## config.mk

```make
export PLATFORM = sky130hd
export DESIGN_NAME = mem_preloader
export DESIGN_NICKNAME = d
export VERILOG_FILES = /design/src/rtl/mem_preloader.sv
export SDC_FILE = /design/constraint.sdc
export NUM_CORES = 1
export LEC_CHECK = 0
export ABC_AREA = 1
export BUFFER_PORTS_ARGS = -buffer_cell sky130_fd_sc_hd__buf_2
export CAP_MARGIN = 0
export CORE_ASPECT_RATIO = 1.2
export CORE_UTILIZATION = 35
export CTS_CLUSTER_DIAMETER = 30
export CTS_CLUSTER_SIZE = 28
export DETAILED_ROUTE_END_ITERATION = 10
export PLACE_DENSITY_LB_ADDON = 0.2
export SYNTH_ARGS = -nofsm -noshare
export SYNTH_HDL_FRONTEND = slang
export SYNTH_SLANG_ARGS = --single-unit
```

## constraint.sdc

```tcl
create_clock -name clk_i -period 3.34 [get_ports clk_i]
set_input_delay 0.334 -clock clk_i [delete_from_list [all_inputs] [get_ports clk_i]]
set_output_delay 0.334 -clock clk_i [all_outputs]
set_load 0.02 [all_outputs]
```

## src/rtl/mem_preloader.sv

```systemverilog
// Boot-time ICCM/DCCM preloader: parses a header/data word stream
// and emits one memory write strobe per accepted data word.
package top_pkg;
   parameter int TL_DW = 32;
endpackage

module mem_preloader #(
   parameter int DW = top_pkg::TL_DW,
   parameter int AW = 11
) (
   input  logic          clk_i,
   input  logic          rst_ni,
   input  logic          in_valid_i,
   input  logic [DW-1:0] in_data_i,
   output logic          in_ready_o,
   output logic          iccm_we_o,
   output logic          dccm_we_o,
   output logic [DW-1:0] mem_wdata_o,
   output logic [DW-1:0] mem_wmask_o,
   output logic [AW-1:0] mem_waddr_o,
   output logic          mem_finish_o,
   output logic          err_o
);

   typedef enum logic [1:0] {HDR, DATA, DONE, ERR} state_t;

   state_t        state;
   state_t        nxt;
   logic          rdy;
   logic          take;
   logic          tgt;
   logic [11:0]   rem;
   logic [AW-1:0] ptr;
   logic          iccm_we;
   logic          dccm_we;
   logic [DW-1:0] wdata;
   logic [AW-1:0] waddr;
   logic          magic_ok;
   logic [11:0]   cnt;
   logic [AW-1:0] start;

   assign take     = in_valid_i & rdy;
   assign magic_ok = in_data_i[31:24] == 8'hA5;
   assign cnt      = in_data_i[11:0];
   assign start    = in_data_i[12 +: AW];

   always_ff @(posedge clk_i or negedge rst_ni) begin
      if (!rst_ni) state <= HDR;
      else         state <= nxt;
   end

   always_comb begin
      nxt = state;
      unique case (state)
         HDR: begin
            if (take) begin
               if (!magic_ok)      nxt = ERR;
               else if (cnt == '0) nxt = DONE;
               else                nxt = DATA;
            end
         end
         DATA: begin
            if (take && rem == 12'd1) nxt = HDR;
         end
         DONE:    nxt = DONE;
         ERR:     nxt = ERR;
         default: nxt = HDR;
      endcase
   end

   // Ready is registered so it stays low until the first edge after reset.
   always_ff @(posedge clk_i or negedge rst_ni) begin
      if (!rst_ni) begin
         rdy     <= 1'b0;
         tgt     <= 1'b0;
         rem     <= '0;
         ptr     <= '0;
         iccm_we <= 1'b0;
         dccm_we <= 1'b0;
         wdata   <= '0;
         waddr   <= '0;
      end else begin
         rdy     <= (nxt == HDR) || (nxt == DATA);
         iccm_we <= 1'b0;
         dccm_we <= 1'b0;
         if (take && state == HDR && magic_ok && cnt != '0) begin
            tgt <= in_data_i[23];
            ptr <= start;
            rem <= cnt;
         end
         if (take && state == DATA) begin
            iccm_we <= ~tgt;
            dccm_we <= tgt;
            wdata   <= in_data_i;
            waddr   <= ptr;
            ptr     <= ptr + AW'(1);
            rem     <= rem - 12'd1;
         end
      end
   end

   assign in_ready_o   = rdy;
   assign iccm_we_o    = iccm_we;
   assign dccm_we_o    = dccm_we;
   assign mem_wdata_o  = wdata;
   assign mem_wmask_o  = '1;
   assign mem_waddr_o  = waddr;
   assign mem_finish_o = state == DONE;
   assign err_o        = state == ERR;

endmodule
```

==> results.md, run 1 <==
- CTS tree: built
- Layout cell share with drive strength beyond 1: 0.1948
- Clock sink count: 72
- Combinational Power Share: 0.398
- Die Area: 0.01139 mm²
- Htree depth: 3
- Worst-path clk slew: roughly 60 ps
- Least-Margin Pin Slew: 926.7 ps
- P&R area growth vs syn: 17.14%
- Fmax: between 400 and 500 MHz
- Synth top area share: 0.4694
- Hold buffer count at cts: 0
- Placed cell areas: between 0.004 and 0.005 mm²
- Worst Path Arrival: 2350 ps
- Ranking of synthesized cells by area: dfrtp_1 (47%), nand2_1 (16%), buf_4 (6.8%)
- Run status: finished, violations left
- Synth warn: 0
- Cells after Synth: 498
- Internal power: 2.464 mW
- Final Util: 0.4235
- Clock latency on the worst-skew pair: 330 ps
- Finished Layout Cells: 709
- Clk buf depth: 2
- Worst setup margin: 1253 ps
- Count of final setup violators: 0
- Routed WL per cell: 12.81 µm
- Slew Viols, Final: 0
- RSZ-0062 raised after global routing: false
- Pleak: about 2.4 nW
- Core Area: 0.01062 mm²
- CTS buffer count: 9
- Leading area contributor after synthesis: dfrtp_1
- Final global-route overflow total: 0
- Worst hold path class: in2async
- Gp weighted congestion: 0.8407
- DP Cell Count: a little under 700
- ANT cells: 0
- Most frequent cells in the layout: nand2_1 (159), buf_2 (81), dfrtp_1 (72), nor2_1 (50), nand3_1 (47)
- First-pass GRT wire length: between 10000 and 15000 µm
- Netlist cell types: 28
- VDD IR max: 326.1 µV
- Via count: roughly 3300
- PostCTS Resize Cnt: 0
- DR vias/cell: 4.584
- Final hold viol count: 0
- Gr usage total: 0.1656
- Pwr dens: 949.3 mW/mm²
- Final hold slack: 146.5 ps
- Power Total: 4.269 mW
- Initial DRC count: 134
- Routed Antenna Nets: 0
- Worst Skew: roughly 7.7 ps
- DRT Wirelength: 9083 µm
- Post-CTS Setup Bufs: 0
- Power share of the clock group: 0.241
- Register area share after synthesis: 0.4694
- Nets: 613
- Pre-Repair DR Iteration Count: 8
- Number of port buffers: 82
- DRC viols: 12
- Seq cells post-synth: 72
- I/O pin cnt: 115
- Crit start category: flop
- CP endpoint kind: flop
- Maximum Capacitance Violations: 0
- Final Critical Period: around 2100 ps
- WP data required: 3600 ps
- Max transition margin: 0.3822
- Initial antenna violation count: 0
- Starting Density: 0.3615
- Fin crit share: 0.6250
- Worst Path Max Fanout: 57
- Fin Setup TNS: 0 ps
- Syn Area/Cell: 7.708 µm²
- Die height: 116.7 µm
- Most common cell after layout, fill and taps aside: nand2_1
- Failing checks: DRC
- FP Rows: 41
- Post-placement setup slack: 1182 ps
- Dpl hpwl: between 6000 and 7000 µm
- Number of global-route vias before repair: just over 3000
- Finished Cell Area: 0.004497 mm²
- Die width: 97.60 µm
- Largest net degree at the start of global routing: 73
- CTS Root Cell: clkbuf_16
- Sw frac: 0.4228
- P_sw: 1.805 mW
- Mapped Area: between 0.003 and 0.004 mm²
- Critical setup path kind: reg2reg
- Sequential Power Share: 0.360
[path summary, 6_finish.rpt]
kind,from,endpoint,slack [ps],cells after the start
worst max-delay path,state[1],ptr[8],1250,8
worst min-delay path,rst_ni,mem_wdata_o[23],150,1
worst max register to register,state[1],ptr[8],1250,8
worst min register to register,mem_wdata_o[20],mem_wdata_o[20],460,2
max in group asynchronous,rst_ni,mem_wdata_o[4],2600,1
min in group clk_i,in_data_i[14],mem_wdata_o[14],220,3
[area by class of cell]
type                    instances  area [µm²]
fillers                      1123        6122
flip-flops and latches         72        1802
multi-input cells             361        1608
repair buffers                 84       427.9
clock buffers                  10       229.0
inverters                      47       176.4
well taps                     129       161.4
clock inverters                 6       92.59
[logic make-up (layout without fill, tap and decap cells)]
group,Yosys count,count (layout),synth area share
compound gates,48,48,0.06486
xor+xnor,3,3,0.006846
fa+ha+maj,3,3,0.009779
buf+inv,96,147,0.1421
flops,72,72,0.4694
other cells,1,32,0.0009769
simple gates,275,275,0.3061
[synth_stat cells]
cell,count
nand3b_1,2
buf_2,7
inv_1,45
nand3_4,1
o31ai_1,1
a21o_1,1
xor2_1,3
nand3_1,47
o21ai_2,1
dfrtp_1,72
a21oi_1,2
nand4_1,3
nand2_2,2
nor2_1,50
clkbuf_1,1
nor3_1,3
buf_6,6
o21ai_0,32
conb_1,1
nor3_2,3
inv_2,2
o21ai_1,11
nand2_4,2
nor2_4,1
nand2_1,159
nor2_2,2
ha_1,3
buf_4,35
[layer usage]
layer  share of wire  global-route usage  wire, µm  up-vias
met5               0                   0         0        -
met4           0.020             0.06566       182        0
met3           0.052             0.03830       469       12
met2            0.49              0.2846      4440       97
met1            0.44              0.2029      3990     1490
li1                -                   -         -     1651
[sequential cells by signal, summed over array words and instances, names as in the netlist]
name	flops
rem	12
mem_waddr_o	11
iccm_we_o	1
dccm_we_o	1
ptr	11
in_ready_o	1
mem_wdata_o	32
tgt	1
state	2
[power groups by stage]
stage	combinational, mW	sequential (mW)	clock [mW]
floorplan	0.969	1.83	0
global placement	1.70	1.55	0
detailed placement	1.72	1.55	0
CTS	1.73	1.54	1.06
global route	1.91	1.59	1.09
finish	1.70	1.54	1.03
[critical path, stage by stage, from the launching register on]
cell and delay [ps]:
dfrtp_1 400, inv_1 150, nand3_4 470, buf_4 480
nor2_1 180, nand3_1 90, nand3_1 100, nand2_1 50
nand2_1 70
Power figures use the tool's default switching activity.
==> run 2, diff against run 1 <==
- ABC_AREA: 1 -> 0
- clock period: 3.34 -> 1.92 ns (I/O delays scaled with it)
==> run 2 against run 1 <==
The run now ends clean. Core utilization up 2.2 points. Critical path depth fell by 4. Synthesized cell count fell by 21%. First-iteration DRC count up 6.0%. Sequential share of layout area increased by 2.2 points. Global-route usage is 0.73 points higher. Sequential power rose by 61%. Critical path type unchanged. Highest routed layer unchanged.
==> results.md, run 2 <==
- Run status: complete, no violations
- Top_reg_cell synth: dfrtp_1
- Worst hold path class: in2reg
- Nets: 517
- Crit start category: flop
- First-pass GRT wire length: 13870 µm
- Syn Area/Cell: 8.848 µm²
- RSZ-0062 raised after global routing: false
- Fin crit share: 0.8769
- FFs w/ async S/R, synth: 1.000
- Maximum Capacitance Violations: 0
- Dpl hpwl: 5798 µm
- Htree depth: 3
- Initial antenna violation count: 0
- Worst Path Max Fanout: 30
- Leading area contributor after synthesis: dfrtp_1
- Routed Antenna Nets: 0
- Starting Density: 0.3626
- Synth top area share: 0.5195
- DRC viols: 0
- Pre-Repair DR Iteration Count: 4
- Count of final setup violators: 0
- Worst Path Arrival: around 1900 ps
- Slew Viols, Final: 0
- Netlist cell types: 40
- Final Critical Period: 1684 ps
- Die Area: ~0.010 mm²
- Ranking of synthesized cells by area: dfrtp_1 (52%), nand2_1 (16%), buf_4 (7.1%)
- Finished Layout Cells: 607
- FF+latch area: 0.001802 mm²
- CTS tree: built
- CTS buffer count: 9
- ANT cells: 0
- Final global-route overflow total: 0
- Max FFs per register: 32
- Gr usage total: 0.1729
- VDD IR max: 516.6 µV
- CP endpoint kind: flop
- Multi-input gate area: 0.001439 mm²
- Initial DRC count: between 100 and 150
- Most common cell after layout, fill and taps aside: nand2_1
- P&R area growth vs syn: 22.91%
- Number of global-route vias before repair: 2836
- I/O pin cnt: 115
- Synth cell count leaders: nand2_1 (150), dfrtp_1 (72), buf_4 (33)
- Die width: 92.88 µm
- DRT Wirelength: 8196 µm
- Layout cell share with drive strength beyond 1: 0.2355
- Via count: 2879
- Count leader, synth: nand2_1
- Gp weighted congestion: 0.7878
- Mapped Area: 0.003468 mm²
- FP Rows: 39
- Die height: 111.1 µm
- Clock sink count: 72
- Register area share after synthesis: 0.5195
- Most frequent cells in the layout: nand2_1 (150), buf_2 (81), dfrtp_1 (72), conb_1 (32), nor2_1 (20)
- Cells after Synth: 392
- Number of synthesized flops with an enable pin: 0
- Seq cells post-synth: approximately 70
- Critical setup path kind: reg2reg
- DP Cell Count: between 500 and 600
- Worst-path clk slew: 60 ps
- WP data required: 2130 ps
- Routed WL per cell: roughly 14 µm
- Worst Skew: 5.755 ps
- DR vias/cell: 4.743
- CTS Root Cell: clkbuf_16
- Number of port buffers: 82
- Fill cells: 992
- Core Area: 0.009564 mm²
- Post-CTS Setup Bufs: 0
- Clock latency on the worst-skew pair: 330 ps
- Fmax: 593.9 MHz
- Fin Setup TNS: 0 ps
- Clk buf depth: 2
- Largest net degree at the start of global routing: 57
- Pleak: around 2.3 nW
- Synth warn: 0
- Pwr dens: 1461 mW/mm²
- Final hold viol count: 0
-- run 2: report_power, final --
group | leakage (nW) | internal, mW | switching [mW]
Combinational | 1.17 | 0.700 | 1.26
Clock | 0.160 | 1.14 | 0.652
Sequential | 0.923 | 2.07 | 0.409
Total | 2.26 | 3.91 | 2.32
-- run 2: final cells by class --
type	instances	share of cell area
Clock buffer	9	0.05283
Timing Repair Buffer	93	0.1256
Tap cell	123	0.03610
Clock inverter	7	0.02172
Sequential cell	72	0.4227
Inverter	4	0.003522
Multi-Input combinational cell	299	0.3375
-- run 2: logic make-up after synthesis --
logic type / Yosys count / share of synthesized area
simple gates: 220 / 0.2789
fa+ha+maj: 3 / 0.01082
buf+inv: 52 / 0.1003
xor+xnor: 4 / 0.01010
flops: 72 / 0.5195
other cells: 1 / 0.001081
compound gates: 40 / 0.07937
-- run 2: final timing paths --
kind | from | to | slack (ps) | cells after the start
max | state[0] | rem[0] | 240 | 4
max reg2reg | state[0] | rem[0] | 240 | 4
min reg2reg | tgt | iccm_we_o | 450 | 1
min in group asynchronous | rst_ni | mem_waddr_o[4] | 300 | 2
min | in_data_i[27] | mem_wdata_o[27] | 60 | 3
max in group asynchronous | rst_ni | state[1] | 1050 | 3
-- run 2: worst max-delay path: stages (launching register included) --
cell,delay (ps)
dfrtp_1,420
nor3_1,260
and3_4,440
nor2_1,120
a221o_1,310
-- run 2: per-layer routing --
metal  routed length [µm]  global-route usage  vias to the layer above  share of wire
li1                     -                   -                     1417              -
met1                 3668              0.2223                     1383           0.45
met2                 4094              0.2828                       70           0.50
met3                  333             0.04184                        9          0.041
met4                  100             0.05846                        0          0.012
met5                    0                   0                        -              0
-- run 2: timing repair --
item                                   in CTS  in global routing
setup endpoints to repair                   0                  1
endpoints found under the hold margin      22                  0
hold buffers                                1                  0
resized for setup                           0                  1
-- run 2: metrics by stage --
step | hold slack (ps) | area, µm² | utilization | setup WS [ps] | total power, mW
global route | 71.08 | 4263 | 0.4457 | 60.65 | 6.636
detailed placement | 118.9 | 3933 | 0.4112 | 99.09 | 4.476
finish | 60.59 | 4263 | 0.4457 | 236.4 | 6.228
global placement | 119.1 | 3933 | 0.4112 | 142.7 | 4.422
CTS | 48.88 | 4260 | 0.4454 | 215.4 | 6.299
floorplan | -103.6 | 3585 | - | 381.0 | 3.744
